**src/rtl/load_pkg.sv**
```systemverilog
// Shared definitions for the load control path: funct3 codes, address
// region encoding, FSM state encoding, latched request payload, and small
// decode helpers.
// Optional feature macro used by importers: LOAD_MISALIGN_TRAP_EN.
package load_pkg;

  localparam int unsigned ADDR_W = 32;
  localparam int unsigned DATA_W = 32;
  localparam int unsigned RD_W   = 5;

  // RISC-V load funct3 codes
  localparam logic [2:0] F_LB  = 3'b000;
  localparam logic [2:0] F_LH  = 3'b001;
  localparam logic [2:0] F_LW  = 3'b010;
  localparam logic [2:0] F_LBU = 3'b100;
  localparam logic [2:0] F_LHU = 3'b101;

  typedef enum logic [1:0] {
    REG_UNMAPPED = 2'd0,
    REG_DMEM     = 2'd1,
    REG_BIOS     = 2'd2,
    REG_IO       = 2'd3
  } region_e;

  // FSM state encoding
  localparam logic [1:0] S_IDLE = 2'd0;
  localparam logic [1:0] S_MEM  = 2'd1;
  localparam logic [1:0] S_IO   = 2'd2;
  localparam logic [1:0] S_DONE = 2'd3;

  // Request fields captured when a load is accepted
  typedef struct packed {
    logic [2:0]        fnc;
    logic [1:0]        off;
    region_e           region;
    logic [RD_W-1:0]   rd;
    logic [ADDR_W-1:0] addr;
  } ld_info_t;

  // Priority decode: IO over BIOS over DMEM
  function automatic region_e decode_region(input logic [ADDR_W-1:0] addr);
    if (addr[31])      return REG_IO;
    else if (addr[30]) return REG_BIOS;
    else if (addr[28]) return REG_DMEM;
    else               return REG_UNMAPPED;
  endfunction

  // funct3 values that are not valid loads
  function automatic logic fnc_bad(input logic [2:0] fnc);
    return (fnc == 3'b011) || (fnc[2:1] == 2'b11);
  endfunction

  function automatic logic is_misaligned(input logic [2:0] fnc, input logic [1:0] off);
    return (((fnc == F_LH) || (fnc == F_LHU)) && off[0]) ||
           ((fnc == F_LW) && (off != 2'b00));
  endfunction

endpackage

```
**src/rtl/load_fmt.sv**
```systemverilog
// Combinational load data formatter: selects byte/half/word from a memory
// word by funct3 and low address bits, then sign- or zero-extends.
// Ports: fnc (funct3), off (addr[1:0]), word (raw read word),
//        data (formatted result, 0 for invalid funct3).
module load_fmt
  import load_pkg::*;
(
  input  logic [2:0]        fnc,
  input  logic [1:0]        off,
  input  logic [DATA_W-1:0] word,
  output logic [DATA_W-1:0] data
);

  logic [7:0]  byte_c;
  logic [15:0] half_c;

  // Lane select; halfword ignores off[0]
  always_comb begin
    byte_c = word[7:0];
    case (off)
      2'd0:    byte_c = word[7:0];
      2'd1:    byte_c = word[15:8];
      2'd2:    byte_c = word[23:16];
      default: byte_c = word[31:24];
    endcase
    half_c = off[1] ? word[31:16] : word[15:0];
  end

  always_comb begin
    data = '0;
    case (fnc)
      F_LB:    data = {{24{byte_c[7]}}, byte_c};
      F_LBU:   data = {24'd0, byte_c};
      F_LH:    data = {{16{half_c[15]}}, half_c};
      F_LHU:   data = {16'd0, half_c};
      F_LW:    data = word;
      default: data = '0;
    endcase
  end

endmodule

```
**src/rtl/load_control.sv**
```systemverilog
// Load unit control: decodes the load region, returns DMEM/BIOS data one
// cycle after issue (back-to-back capable), and runs a stalling MMIO read
// handshake with timeout for IO-region loads.
// Ports: clk, rst_n (async active-low); ld_req/ld_fnc/ld_addr/ld_rd issue a
//        load; dmem_rdata/bios_rdata are 1-cycle synchronous read words;
//        io_req/io_addr/io_rdata/io_rvalid form the MMIO read handshake;
//        ld_valid/ld_data/ld_rd_out/ld_err carry the writeback result;
//        stall holds core issue during MMIO reads.
// Parameter: IO_TIMEOUT, maximum IO-state cycles waiting for io_rvalid.
// Macro: LOAD_MISALIGN_TRAP_EN turns misaligned LH/LHU/LW into errors.
module load_control
  import load_pkg::*;
#(
  parameter int unsigned IO_TIMEOUT = 255
)
(
  input  logic              clk,
  input  logic              rst_n,
  input  logic              ld_req,
  input  logic [2:0]        ld_fnc,
  input  logic [ADDR_W-1:0] ld_addr,
  input  logic [RD_W-1:0]   ld_rd,
  input  logic [DATA_W-1:0] dmem_rdata,
  input  logic [DATA_W-1:0] bios_rdata,
  output logic              io_req,
  output logic [ADDR_W-1:0] io_addr,
  input  logic [DATA_W-1:0] io_rdata,
  input  logic              io_rvalid,
  output logic              ld_valid,
  output logic [DATA_W-1:0] ld_data,
  output logic [RD_W-1:0]   ld_rd_out,
  output logic              ld_err,
  output logic              stall
);

  localparam int unsigned CNT_W = $clog2(IO_TIMEOUT + 1);

  logic [1:0]        state_q, state_d;
  ld_info_t          info_q, info_d;
  logic [CNT_W-1:0]  cnt_q, cnt_d;
  logic [DATA_W-1:0] capt_q, capt_d;
  logic              terr_q, terr_d;

  logic              mis_c;
  region_e           region_c;
  logic [DATA_W-1:0] word_c;
  logic [DATA_W-1:0] fmt_c;

`ifdef LOAD_MISALIGN_TRAP_EN
  assign mis_c = is_misaligned(ld_fnc, ld_addr[1:0]);
`else
  assign mis_c = 1'b0;
`endif

  // Misaligned loads complete in MEM as an error, same as unmapped
  assign region_c = mis_c ? REG_UNMAPPED : decode_region(ld_addr);

  always_ff @(posedge clk or negedge rst_n) begin
    if (!rst_n) begin
      state_q <= S_IDLE;
      info_q  <= '0;
      cnt_q   <= '0;
      capt_q  <= '0;
      terr_q  <= 1'b0;
    end else begin
      state_q <= state_d;
      info_q  <= info_d;
      cnt_q   <= cnt_d;
      capt_q  <= capt_d;
      terr_q  <= terr_d;
    end
  end

  // Next-state and latch update
  always_comb begin
    state_d = state_q;
    info_d  = info_q;
    cnt_d   = cnt_q;
    capt_d  = capt_q;
    terr_d  = terr_q;
    case (state_q)
      S_IDLE, S_MEM: begin
        state_d = S_IDLE;
        if (ld_req) begin
          info_d.fnc    = ld_fnc;
          info_d.off    = ld_addr[1:0];
          info_d.region = region_c;
          info_d.rd     = ld_rd;
          info_d.addr   = ld_addr;
          cnt_d         = '0;
          capt_d        = '0;
          terr_d        = 1'b0;
          state_d       = (region_c == REG_IO) ? S_IO : S_MEM;
        end
      end
      S_IO: begin
        cnt_d = cnt_q + CNT_W'(1);
        // Data wins over a coincident timeout
        if (io_rvalid) begin
          capt_d  = io_rdata;
          terr_d  = 1'b0;
          state_d = S_DONE;
        end else if (cnt_q == CNT_W'(IO_TIMEOUT - 1)) begin
          capt_d  = '0;
          terr_d  = 1'b1;
          state_d = S_DONE;
        end
      end
      S_DONE:  state_d = S_IDLE;
      default: state_d = S_IDLE;
    endcase
  end

  assign word_c = (state_q == S_DONE)            ? capt_q     :
                  (info_q.region == REG_BIOS)    ? bios_rdata : dmem_rdata;

  load_fmt u_fmt (
    .fnc  (info_q.fnc),
    .off  (info_q.off),
    .word (word_c),
    .data (fmt_c)
  );

  // Result, handshake and stall outputs
  always_comb begin
    ld_valid  = 1'b0;
    ld_data   = '0;
    ld_err    = 1'b0;
    ld_rd_out = '0;
    io_req    = 1'b0;
    io_addr   = '0;
    stall     = 1'b0;
    case (state_q)
      S_MEM: begin
        ld_valid  = 1'b1;
        ld_rd_out = info_q.rd;
        if (info_q.region == REG_UNMAPPED) begin
          ld_err = 1'b1;
        end else begin
          ld_data = fmt_c;
          ld_err  = fnc_bad(info_q.fnc);
        end
      end
      S_IO: begin
        stall = 1'b1;
        // Counter is zero only on the first IO cycle
        if (cnt_q == '0) begin
          io_req  = 1'b1;
          io_addr = info_q.addr;
        end
      end
      S_DONE: begin
        stall     = 1'b1;
        ld_valid  = 1'b1;
        ld_rd_out = info_q.rd;
        ld_data   = terr_q ? '0 : fmt_c;
        ld_err    = terr_q | fnc_bad(info_q.fnc);
      end
      default: ;
    endcase
  end

endmodule

```
**config.mk**
```make
export PLATFORM = sky130hd
export DESIGN_NAME = load_control
export DESIGN_NICKNAME = d
export VERILOG_FILES = /design/src/rtl/load_pkg.sv /design/src/rtl/load_fmt.sv /design/src/rtl/load_control.sv
export SDC_FILE = /design/constraint.sdc
export NUM_CORES = 1
export LEC_CHECK = 0
export BUFFER_PORTS_ARGS = -buffer_cell sky130_fd_sc_hd__buf_2
export CAP_MARGIN = 20
export CORE_ASPECT_RATIO = 1.75
export CORE_MARGIN = 2
export CORE_UTILIZATION = 50
export CTS_CLUSTER_DIAMETER = 150
export DETAILED_ROUTE_END_ITERATION = 10
export PLACE_DENSITY = 0.85
export SLEW_MARGIN = 20
export SYNTH_ARGS = -nofsm -noshare
export SYNTH_HDL_FRONTEND = slang
export SYNTH_SLANG_ARGS = --single-unit
```
**constraint.sdc**
```tcl
create_clock -name clk -period 4.04 [get_ports clk]
set_input_delay 0.606 -clock clk [delete_from_list [all_inputs] [get_ports clk]]
set_output_delay 0.606 -clock clk [all_outputs]
set_load 0.005 [all_outputs]
```
Word level (Yosys, flattened, before mapping)
Cells that the tools add are included.
{"block": "totals", "out_inout_bits": 73, "word_cells": 75, "in_bits": 140, "reg_bits": 87}
{"block": "classes", "n_addsub": 1, "muxes": 35, "bitwise": 1, "eq_ne": 16, "n_reduce_logical": 13}
{"cell": "$mux 32", "n": 9}
{"cell": "$pmux 32 s5", "n": 1}
{"cell": "$pmux 32 s2", "n": 2}
{"cell": "$pmux 8 s3", "n": 1}
{"cell": "$mux 16", "n": 1}
{"cell": "$pmux 8 s2", "n": 1}
{"cell": "$eq 2x2->1 const B", "n": 6}
{"cell": "$mux 2", "n": 6}
{"cell": "$mux 1", "n": 9}
{"cell": "$add 8x1->8 const B", "n": 1}
{"cell": "$eq 8x8->1 const B", "n": 1}
{"cell": "$logic_not 8->1", "n": 1}
{"cell": "$mux 8", "n": 1}
{"cell": "$eq 3x2->1 const B", "n": 2}
{"cell": "$eq 3x3->1 const B", "n": 2}
{"cell": "$logic_not 2->1", "n": 3}
{"cell": "$pmux 2 s3", "n": 1}
{"cell": "$reduce_or 2->1", "n": 3}
{"cell": "$mux 5", "n": 1}
{"cell": "$eq 2x1->1 const B", "n": 2}
{"cell": "$pmux 1 s2", "n": 2}
{"cell": "$reduce_and 2->1", "n": 2}
{"cell": "$eq 3x1->1 const B", "n": 1}
{"cell": "$logic_not 3->1", "n": 1}
{"cell": "6 further kinds", "n": 6}

Logic depth before layout (Yosys ltp)
Gate-level depths: netlist of run 1.
{"block": "depth", "depth_word": 7, "mapped_depth": 8, "mapped_depth_nobuf": 6}

Hierarchy
From an unflattened synthesis of run 1, not the netlist that was laid out.
{"block": "unflattened", "cells_unflattened": 710, "hier_area_um2": 6109.6}
{"module": "load_control", "area_each_um2": 5038.6, "instances": 1, "cells_per_inst": 576}
{"module": "load_fmt", "area_each_um2": 1071.0, "instances": 1, "cells_per_inst": 134}

Worst setup path after synthesis of run 1
Ideal clock, no wire load.
{"block": "synth_path", "path_type": "input-to-output", "from": "input port bios_rdata[15]", "to": "output port ld_data[20]", "n_path_buf": 1, "required_ps": 3434, "cell_stages": 6, "t_arrival_ps": 1861, "path_slack_ps": 1573, "path_cell_list": "and3b_2 a211oi_2 nor4b_1 nor4_4 buf_6 o211ai_1"}
{"block": "synth_via", "elab_chain_len": 6}
{"item": "start: declaration", "line_no": "load_control.sv:24", "rtl": "input logic [DATA_W-1:0] bios_rdata,"}
{"item": "$mux 32 *", "line_no": "load_control.sv:115", "rtl": "(info_q.region == REG_BIOS) ? bios_rdata : dmem_rdata;"}
{"item": "$mux 32 *", "line_no": "load_control.sv:114", "rtl": "assign word_c = (state_q == S_DONE) ? capt_q :"}
{"item": "$pmux 8 s3 or $mux 16 (tied branches)", "line_no": "load_fmt.sv:20, load_fmt.sv:26"}
{"item": "$pmux 32 s5 *", "line_no": "load_fmt.sv:31", "rtl": "case (fnc)"}
{"item": "$mux 32 (on tied branches)", "line_no": "load_control.sv:156, load_control.sv:137"}
{"item": "$pmux 32 s2 *", "line_no": "load_control.sv:133", "rtl": "case (state_q)"}
{"item": "end: declaration", "line_no": "load_control.sv:30", "rtl": "output logic [DATA_W-1:0] ld_data,"}
Every way passes the cells marked *; elsewhere a longest branch is shown, timed or not.

Worst setup path after layout of run 1
{"block": "layout_path", "from": "register info_q[37] (netlist bit)", "to": "output port ld_data[30]"}
{"block": "layout_via", "elab_chain_len": 7}
{"item": "start: declaration", "line_no": "load_control.sv:39", "rtl": "ld_info_t info_q, info_d;"}
{"item": "start signal: assignment", "line_no": "load_control.sv:67", "rtl": "info_q <= info_d;"}
{"item": "$eq 2x2->1", "line_no": "load_control.sv:115"}
{"item": "$mux 32", "line_no": "load_control.sv:115"}
{"item": "$mux 32", "line_no": "load_control.sv:114"}
{"item": "$pmux 8 s3 or $mux 16 (tied branches)", "line_no": "load_fmt.sv:20, load_fmt.sv:26"}
{"item": "$pmux 32 s5", "line_no": "load_fmt.sv:31"}
{"item": "$mux 32 (on tied branches)", "line_no": "load_control.sv:156, load_control.sv:137"}
{"item": "$pmux 32 s2 *", "line_no": "load_control.sv:133"}
Marked as above.

==> results of run 1 <==
==> metrics by stage <==
step           hold slack, ns  instance area [um^2]  instances
3_5_place_dp            0.455                  6080        892
3_3_place_gp            0.451                  6080        892
5_1_grt                 0.354                  6370        912
6_report                0.292                  6370        913
2_1_floorplan           0.310                  4990        594
4_1_cts                 0.446                  6350        908
==> logic make-up (layout without fill, tap and decap cells) <==
group | after synthesis | count (layout) | share of synthesized area
simple gates | 282 | 282 | 0.261
mux | 26 | 26 | 0.0522
xor+xnor | 3 | 3 | 0.00527
flops | 85 | 85 | 0.426
buf+inv | 52 | 242 | 0.0474
fa+ha+maj | 3 | 3 | 0.00753
other cells | 0 | 4 | 0
compound gates | 143 | 143 | 0.200
==> power by group <==
group	internal [W]	switching, W	leakage, nW
registers	0.00122	0.000325	1.09
clock network	0.000421	0.000351	0.133
logic	0.000885	0.00131	2.19
total	0.00253	0.00198	3.42
==> path summary, 6_finish.rpt <==
kind / from / end / depth (start not counted)
worst max-delay path: info_q[37] / ld_data[30] / 7
worst min-delay path: rst_n / capt_q[24] / 1
worst max register to register: state_q[0] / capt_q[31] / 5
worst min register to register: info_q[36] / info_q[36] / 2
max in group asynchronous: rst_n / capt_q[17] / 1
min in group clk: ld_addr[26] / info_q[26] / 3
==> sequential cells by signal, indices dropped and copies added, names as in the netlist <==
signal / cells
terr_q: 1
capt_q: 32
state_q: 2
info_q: 42
cnt_q: 8
==> per-layer routing <==
layer	global-route usage	vias up	part of all wire
li1	-	2443	-
met2	0.503	293	0.51
met5	0	-	0
met3	0.0717	53	0.083
met1	0.325	2446	0.36
met4	0.173	0	0.052
==> cell type report <==
| type | count | share of cell area |
|---|---|---|
| sequential | 85 | 0.334 |
| inverter | 4 | 0.00236 |
| tap | 125 | 0.0245 |
| timing repair buffer | 222 | 0.179 |
| multi-input combinational | 457 | 0.415 |
| antenna | 4 | 0.00157 |
| clock buffer | 10 | 0.0359 |
| clock inverter | 6 | 0.00746 |
==> critical path, stage by stage (launching register included) <==
cell and delay, ns:
dfrtp_1 0.46, nand2b_2 0.39, a211oi_1 0.45, nor4b_1 0.15
nor4_4 0.52, buf_4 0.31, o211ai_1 0.13, buf_2 0.16
==> cell usage in the layout, fill, tap and decap left out, drive strengths merged, types with 12 or more instances in the layout <==
| master | instances |
|---|---|
| a211oi | 12 |
| a22o | 32 |
| and2 | 39 |
| buf | 222 |
| dfrtp | 85 |
| mux2i | 26 |
| nand2 | 173 |
| nor2 | 27 |
| o211ai | 28 |
| o21ai | 31 |
==> summary.md, run 1 <==
| Metric | Value |
|---|---|
| Placement Setup Slack | approximately 0.57 ns |
| Die Y | 136 um |
| Main area contributors after synthesis | dfrtp_1 43%, nand2_1 13%, a22o_1 5.6% |
| Mean Syn Cell Area | 8.40 um^2 |
| Max Slew Vio Count | 0 |
| Mapped Cells | 594 |
| RePlAce Congestion | 0.916 |
| Post-synth EDFFs | 0 |
| CTS H-tree lvls | 3 |
| Worst-Margin Slew | 1.07 ns |
| Vias in the first global route | just over 5,000 |
| Clock Path Buffers | 2 |
| Sequential area share after synthesis | 0.426 |
| Post-synth top area share | 0.426 |
| Max VDD drop | 400 uV |
| Worst-path fanout max | 17 |
| Status | finished, final reports clean |
| Core ar. | 9790 um^2 |
| DR iter-0 viols | 321 |
| Starting Density | 0.509 |
| Critical path class | flip-flop to output port |
| Die width | 79.5 um |
| Highest clock rate | 284 MHz |
| RSZ-0062 raised after global routing | no |
| TritonCTS clock tree | yes |
| TritonRoute pass-1 iters | 5 |
| Synth cell count leaders | 173 x nand2_1, 85 x dfrtp_1, 38 x and2_1, 34 x clkbuf_1, 32 x a22o_1 |
| CTS clk-pin slew, worst paths | 0.07 ns |
| Seq. cell area | 2130 um^2 |
| Final WL | 16.1 mm |
| Worst rel slew slack | 0.279 |
| Max-Cap Viols | 0 |
| DRC violations left | 0 |
| Root Buffer | clkbuf_16 |
| Period utilization | 0.872 |
| All-layer global routing usage | 0.294 |
| Leading area contributor after synthesis | dfrtp_1 |
| Fin worst setup slack | 0.516 ns |
| Synth Cell Area | 4990 um^2 |
| Final core utilization | 0.651 |
| Most common cell in the netlist | nand2_1 |
| Footprint of the multi-input gates | approximately 2600 um^2 |
| Via density per instance | 5.73 |
| Critical Path RT | 3.43 ns |
| Setup Buffers After CTS | 0 |
| First-pass GRT wire length | 24.5 mm |
| # port buffers | 212 |
| Setup Total Neg Slack | 0 ns |
| Wire per inst | around 18 um |
| Clock Skews | between 0.009 and 0.01 ns |
| Post-synthesis net count | 737 |
| Ys flop type | dfrtp_1 |
| Site Rows | 48 |
| DP HPWL | 12.0 mm |
| R2R setup slack | 2.09 ns |
| Power per cell area | between 700 and 800 nW/um^2 |
| # clock sinks | 85 |
| Share of layout cells above drive strength 1 | 0.321 |
| Cts bufs inserted | 9 |
| Crit. End Element | output port |
| Cts hold-fix bufs | 0 |
| Count of cell types in the netlist | 44 |
| I/O pins | 213 |
| Post-route minimum period | 3.52 ns |
| FFs w/ async S/R, synth | 1.00 |
| Vias after detailed routing | around 5,200 |
| YS warnings | 0 |
| Startpoint Class | flip-flop |
| Final Hold Viols | 0 |
| Worst skew pair latency | 0.34 ns |
| Initial antenna violation count | 4 |
| Yosys reg bits | 85 |
| Gr ovfl total | 0 |
| P&R area growth vs syn | 27.8% |
| # fillers | 840 |
| ANT nets after route | 0 |
| Largest net degree at the start of global routing | 86 |
| Hold Crit Class | input pin to asynchronous set/reset pin |
| Final Total Pwr | 0.00451 W |
| Worst EP arrival | 2.92 ns |
| Die ar. | 10,800 um^2 |
| Final-report setup violation count | 0 |
| Post-CTS sizing | 0 |
| P_leak | 3.42 nW |
| Nets | 922 |
Power figures use the tool's default switching activity.
==> run 2: changes to the inputs <==
==> constraint.sdc (replaced) <==
create_clock -name clk -period 4.04 [get_ports clk]
set_input_delay 0.606 -clock clk [delete_from_list [all_inputs] [get_ports clk]]
set_output_delay 0.606 -clock clk [all_outputs]
set_load 0.01 [all_outputs]
==> run 2 against run 1 <==
Effect of this change: clock power increased by 11%; clock-buffer cell count increased by 2; sequential power about the same; flip-flop and latch count unchanged; via count decreased by 0.71%; clock skew increased by 0.0014 ns; first-iteration DRC count is 6.9% higher; total power increased by 3.8%; core utilization is 0.46 points higher; largest power group unchanged.
==> summary.md, run 2 (synthesized netlist as in run 1, its figures left out) <==
| Metric | Value |
|---|---|
| P&R area growth vs syn | 28.7% |
| Crit-path cells | nand2b_2, a211oi_1, nor4b_1, nor4_4, buf_4, o211ai_1, buf_2 |
| Power per cell area | 730 nW/um^2 |
| DR iter-0 viols | 343 |
| Largest net degree at the start of global routing | 86 |
| Crit path from | info_q[37] |
| Family with the most delay on the worst path | simple AND/OR/NAND/NOR gates |
| Vias after detailed routing | 5,198 |
| # clock sinks | 85 |
| RSZ-0062 raised after global routing | no |
| Vias in the first global route | 5,032 |
| Cts bufs inserted | 9 |
| Max VDD drop | 479 uV |
| Worst EP arrival | 2.84 ns |
| Final-report setup violation count | 0 |
| Sw Share | 0.437 |
| Final Total Pwr | 0.00468 W |
| Gr ovfl total | 0 |
| Via density per instance | 5.69 |
| Period utilization | 0.852 |
| Max Slew Vio Count | 0 |
| Cts hold-fix bufs | 0 |
| Wire per inst | 17.6 um |
| R2R setup slack | 2.07 ns |
| Highest clock rate | 290 MHz |
| Finished Cell Area | 6420 um^2 |
| I/O pins | about 210 |
| Root Buffer | clkbuf_16 |
| P_leak | about 3.4 nW |
| DP HPWL | between 10 and 15 mm |
| Max-Cap Viols | 0 |
| Worst-path fanout max | 17 |
| Clock Path Buffers | 2 |
| All-layer global routing usage | 0.294 |
| Clock Skews | between 0.01 and 0.015 ns |
| Post-CTS sizing | 0 |
| DRC violations left | 0 |
| Die Y | 136 um |
| Initial antenna violation count | 3 |
| Critical path class | flip-flop to output port |
| Final Hold Viols | 0 |
| Nets | slightly above 900 |
| Core ar. | approximately 9800 um^2 |
| NetSw | 0.00204 W |
| Worst rel slew slack | 0.284 |
| Critical Path RT | 3.43 ns |
| TritonCTS clock tree | yes |
| Reg with most FFs | info_q |
| Internal | 0.00264 W |
| Share of layout cells above drive strength 1 | 0.323 |
| Worst Path Buf+Inv | 2 |
| # port buffers | approximately 210 |
| Combinational Power Share | 0.487 |
| CTS H-tree lvls | 3 |
| First-pass GRT wire length | 24.4 mm |
| ANT nets after route | 0 |
| RePlAce Congestion | 0.905 |
| R2R cell count | 5 |
| Status | finished, final reports clean |
| Worst-Margin Slew | 1.06 ns |
| Sequential share of power | 0.330 |
| Post-route minimum period | 3.44 ns |
| Final WL | 16.0 mm |
| Setup Total Neg Slack | 0 ns |
| Die ar. | 10,800 um^2 |
| Largest register FFs | 42 |
| Reg-to-reg endpoint | capt_q[10] |
| Commonest non-fill, non-tap cell in the layout | buf_2 |
| Setup Buffers After CTS | 0 |
| Hold Slack | 0.302 ns |
| Crit. End Element | output port |
| Placed instance area | between 6000 and 7000 um^2 |
| Die width | just under 80 um |
| Critical-path top delay cell | nor4_4 |
| CTS clk-pin slew, worst paths | 0.07 ns |
| Commonest cells after routing, fill and taps aside | 211 x buf_2, 173 x nand2_1, 85 x dfrtp_1, 38 x and2_1, 32 x a22o_1 |
| Clk pwr share | 0.183 |
| Startpoint Class | flip-flop |
| Regs by FF count | info_q x42, capt_q x32, cnt_q x8 |
| Reg-to-Reg Start | state_q[0] |
| Site Rows | 48 |
| Hold Crit Class | input pin to asynchronous set/reset pin |
| CP max stage delay | 0.51 ns |
| Starting Density | 0.509 |
| TritonRoute pass-1 iters | 5 |
| Worst skew pair latency | 0.34 ns |
==> run 2: worst register-to-register path, cell delays in order, from the launching register on <==
cell and delay (ns):
dfrtp_1 0.58, nand2b_1 0.39, nand2_1 0.22, o31ai_4 0.11
buf_4 0.39, a22o_1 0.23
==> run 2: power groups by stage <==
stage | Combinational (W) | Sequential, W | Clock (W)
global placement | 0.00218 | 0.00152 | 0
detailed placement | 0.00223 | 0.00155 | 0
finish | 0.00228 | 0.00154 | 0.000859
floorplan | 0.00167 | 0.00140 | 0
global route | 0.00249 | 0.00159 | 0.000904
CTS | 0.00225 | 0.00154 | 0.000874
==> run 2: worst max path at each step <==
stage,to,slack (ns),cells after the start
finish,ld_data[26],0.60,7
global route,ld_data[30],0.41,7
CTS,ld_data[31],0.29,6
detailed placement,ld_data[31],0.65,6
global placement,ld_data[7],0.79,6
floorplan,ld_data[20],1.54,6
==> run 2: metal layers <==
| layer | up-vias | GRT usage | wire [um] |
|---|---|---|---|
| li1 | 2448 | - | - |
| met1 | 2404 | 0.321 | 5760 |
| met2 | 293 | 0.521 | 8250 |
| met3 | 53 | 0.0578 | 1310 |
| met4 | 0 | 0.165 | 721 |
| met5 | - | 0 | 0 |
==> run 2: area by class of cell <==
class                   count  area (um^2)
diodes                      4         10.0
clock buffers              12          267
clock inverters             4         55.1
fillers                   855         3370
inverters                   4         15.0
multi-input cells         457         2650
flip-flops and latches     85         2130
well taps                 125          156
repair buffers            222         1140
==> run 2: through the flow <==
step | util | worst slack (ns) | cells
final | 0.656 | 0.597 | 913
after global routing | 0.655 | 0.406 | 912
after CTS | 0.654 | 0.287 | 908
after detailed placement | 0.621 | 0.648 | 892
after global placement | 0.621 | 0.794 | 892
after floorplan | - | 1.54 | 594
==> run 3: changes to the inputs <==
--- a/config.mk
+++ b/config.mk
@@ -9,10 +9,10 @@
 export CAP_MARGIN = 20
 export CORE_ASPECT_RATIO = 1.75
 export CORE_MARGIN = 2
-export CORE_UTILIZATION = 50
+export CORE_UTILIZATION = 52
 export CTS_CLUSTER_DIAMETER = 150
 export DETAILED_ROUTE_END_ITERATION = 10
-export PLACE_DENSITY = 0.85
+export PLACE_DENSITY = 0.88
 export SLEW_MARGIN = 20
 export SYNTH_ARGS = -nofsm -noshare
 export SYNTH_HDL_FRONTEND = slang
==> run 3 against run 2 <==
Effect of this change: critical path depth up 1; via count up 0.29%; combinational power about the same; clock skew down 0.0020 ns; core utilization up 2.4 points; clock power down 1%; sequential power about the same; maximum frequency up 1.8%; die area down 3.7%; sequential share of layout area up 0.12 points; global-route usage up 1.1 points; highest routed layer unchanged.
==> summary.md, run 3 (synthesized netlist as in run 1, its figures left out) <==
| Metric | Value |
|---|---|
| DRC violations left | 0 |
| Share of layout cells above drive strength 1 | 0.324 |
| Die width | roughly 80 um |
| Critical path class | flip-flop to output port |
| Most used cell, CP | buf_4 |
| Worst-path fanout max | 28 |
| Vias in the first global route | 5,251 |
| Final Hold Viols | 0 |
| TritonCTS clock tree | yes |
| Cts bufs inserted | 9 |
| Met1 GRT Util | 0.332 |
| Final core utilization | 0.680 |
| I/O pins | 213 |
| Clock Path Buffers | 2 |
| Largest net degree at the start of global routing | 86 |
| Final-report setup violation count | 0 |
| Commonest non-fill, non-tap cell in the layout | buf_2 |
| NetSw | 0.00203 W |
| Cts hold-fix bufs | 0 |
| DR iter-0 viols | about 260 |
| Clock Skews | 0.00877 ns |
| Clk pwr share | 0.183 |
| Initial antenna violation count | 1 |
| Largest register FFs | 42 |
| Setup Total Neg Slack | 0 ns |
| P&R area growth vs syn | 28.2% |
| Worst EP arrival | between 2 and 3 ns |
| Commonest cells after routing, fill and taps aside | 211 x buf_2, 173 x nand2_1, 85 x dfrtp_1, 37 x and2_1, 32 x a22o_1 |
| Worst skew pair latency | 0.34 ns |
| First-pass GRT wire length | between 20 and 30 mm |
| Internal | 0.00261 W |
| Highest clock rate | just under 300 MHz |
| # port buffers | 212 |
| TritonRoute pass-1 iters | 5 |
| R2R cell count | 3 |
| Die ar. | 10,400 um^2 |
| Setup Buffers After CTS | 0 |
| Reg-to-reg endpoint | capt_q[13] |
| P_leak | 3.43 nW |
| Crit. End Element | output port |
| Hold Crit Class | input pin to asynchronous set/reset pin |
| Starting Density | 0.530 |
| Met2 Use GR | 0.547 |
| Crit-path cells | nand2b_2, buf_4, a211oi_1, nor4_1, nor4_4, buf_4, o211ai_1, buf_2 |
| # clock sinks | 85 |
| Gr busiest metal | met2 |
| Period utilization | 0.837 |
| Via density per instance | 5.75 |
| Critical Path RT | 3.43 ns |
| Post-route minimum period | 3.38 ns |
| RSZ-0062 raised after global routing | no |
| RePlAce Congestion | 0.933 |
| Vias after detailed routing | 5,213 |
| Regs by FF count | info_q x42, capt_q x32, cnt_q x8 |
| Worst rel slew slack | 0.468 |
| Wire per inst | around 17 um |
| Max-Cap Viols | 0 |
| Power per cell area | ~720 nW/um^2 |
| Gr ovfl total | 0 |
| CP max stage delay | 0.46 ns |
| Final WL | 15.7 mm |
| Combinational Power Share | 0.488 |
| Status | finished, final reports clean |
| All-layer global routing usage | 0.305 |
| Max VDD drop | 435 uV |
| Max Slew Vio Count | 0 |
| DP HPWL | 12.0 mm |
| Met3 Resource Use GR | 0.0711 |
| CTS clk-pin slew, worst paths | 0.06 ns |
| Nets | 922 |
| Critical-path top delay cell | dfrtp_1 |
| Post-CTS sizing | 0 |
| R2R setup slack | around 1.9 ns |
| Root Buffer | clkbuf_16 |
| Core ar. | about 9400 um^2 |
| Worst-Margin Slew | 0.799 ns |
| Reg-to-Reg Start | state_q[0] |
| Startpoint Class | flip-flop |
| Site Rows | 47 |
| Sequential share of power | 0.329 |
| CTS H-tree lvls | 3 |
| Die Y | about 130 um |
| Reg with most FFs | info_q |
| ANT nets after route | 0 |
| Sw Share | 0.437 |
run 3: worst max path at each step:
stage,start,to,slack (ns),cells after the start
2_1_floorplan,bios_rdata[15],ld_data[20],1.54,6
3_3_place_gp,state_q[0],ld_data[26],1.14,7
3_5_place_dp,info_q[37],ld_data[31],1.00,8
4_1_cts,info_q[37],ld_data[31],0.63,8
5_1_grt,info_q[37],ld_data[31],0.46,8
6_report,info_q[37],ld_data[31],0.66,8
run 3: per-stage QoR:
step           std cells  setup slack (ns)  hold slack [ns]  instance area, um^2  total power [W]
2_1_floorplan        594              1.54            0.310                 4990          0.00307
3_3_place_gp         890              1.14            0.450                 6080          0.00369
3_5_place_dp         890              1.00            0.455                 6080          0.00378
4_1_cts              906             0.634            0.445                 6390          0.00464
5_1_grt              907             0.463            0.362                 6390          0.00496
6_report             907             0.658            0.288                 6390          0.00464
run 3: cell type report:
class	instances	area (um^2)
repair buffers	222	1140
flip-flops and latches	85	2130
well taps	122	153
clock inverters	6	68.8
multi-input cells	457	2650
fillers	771	3010
inverters	4	15.0
clock buffers	10	239
diodes	1	2.50
run 3: layer usage:
| layer | share of wire | up-vias | wire [um] |
|---|---|---|---|
| li1 | - | 2447 | - |
| met4 | 0.039 | 0 | 613 |
| met3 | 0.069 | 43 | 1080 |
| met5 | 0 | - | 0 |
| met2 | 0.52 | 259 | 8170 |
| met1 | 0.37 | 2464 | 5880 |
run 3: power by group through the flow:
stage / registers [W] / logic (W) / clock network, W
global placement: 0.00151 / 0.00218 / 0
finish: 0.00153 / 0.00226 / 0.000847
detailed placement: 0.00153 / 0.00224 / 0
global route: 0.00157 / 0.00249 / 0.000896
floorplan: 0.00140 / 0.00167 / 0
CTS: 0.00152 / 0.00225 / 0.000860
run 3: critical path: cells and delay by family, from the launching register on:
kind	cells	cell delay (ns)
buffers and inverters	3	0.82
and+or+nand+nor	3	0.76
DFF	1	0.46
AOI/OAI and AO/OA	2	0.39
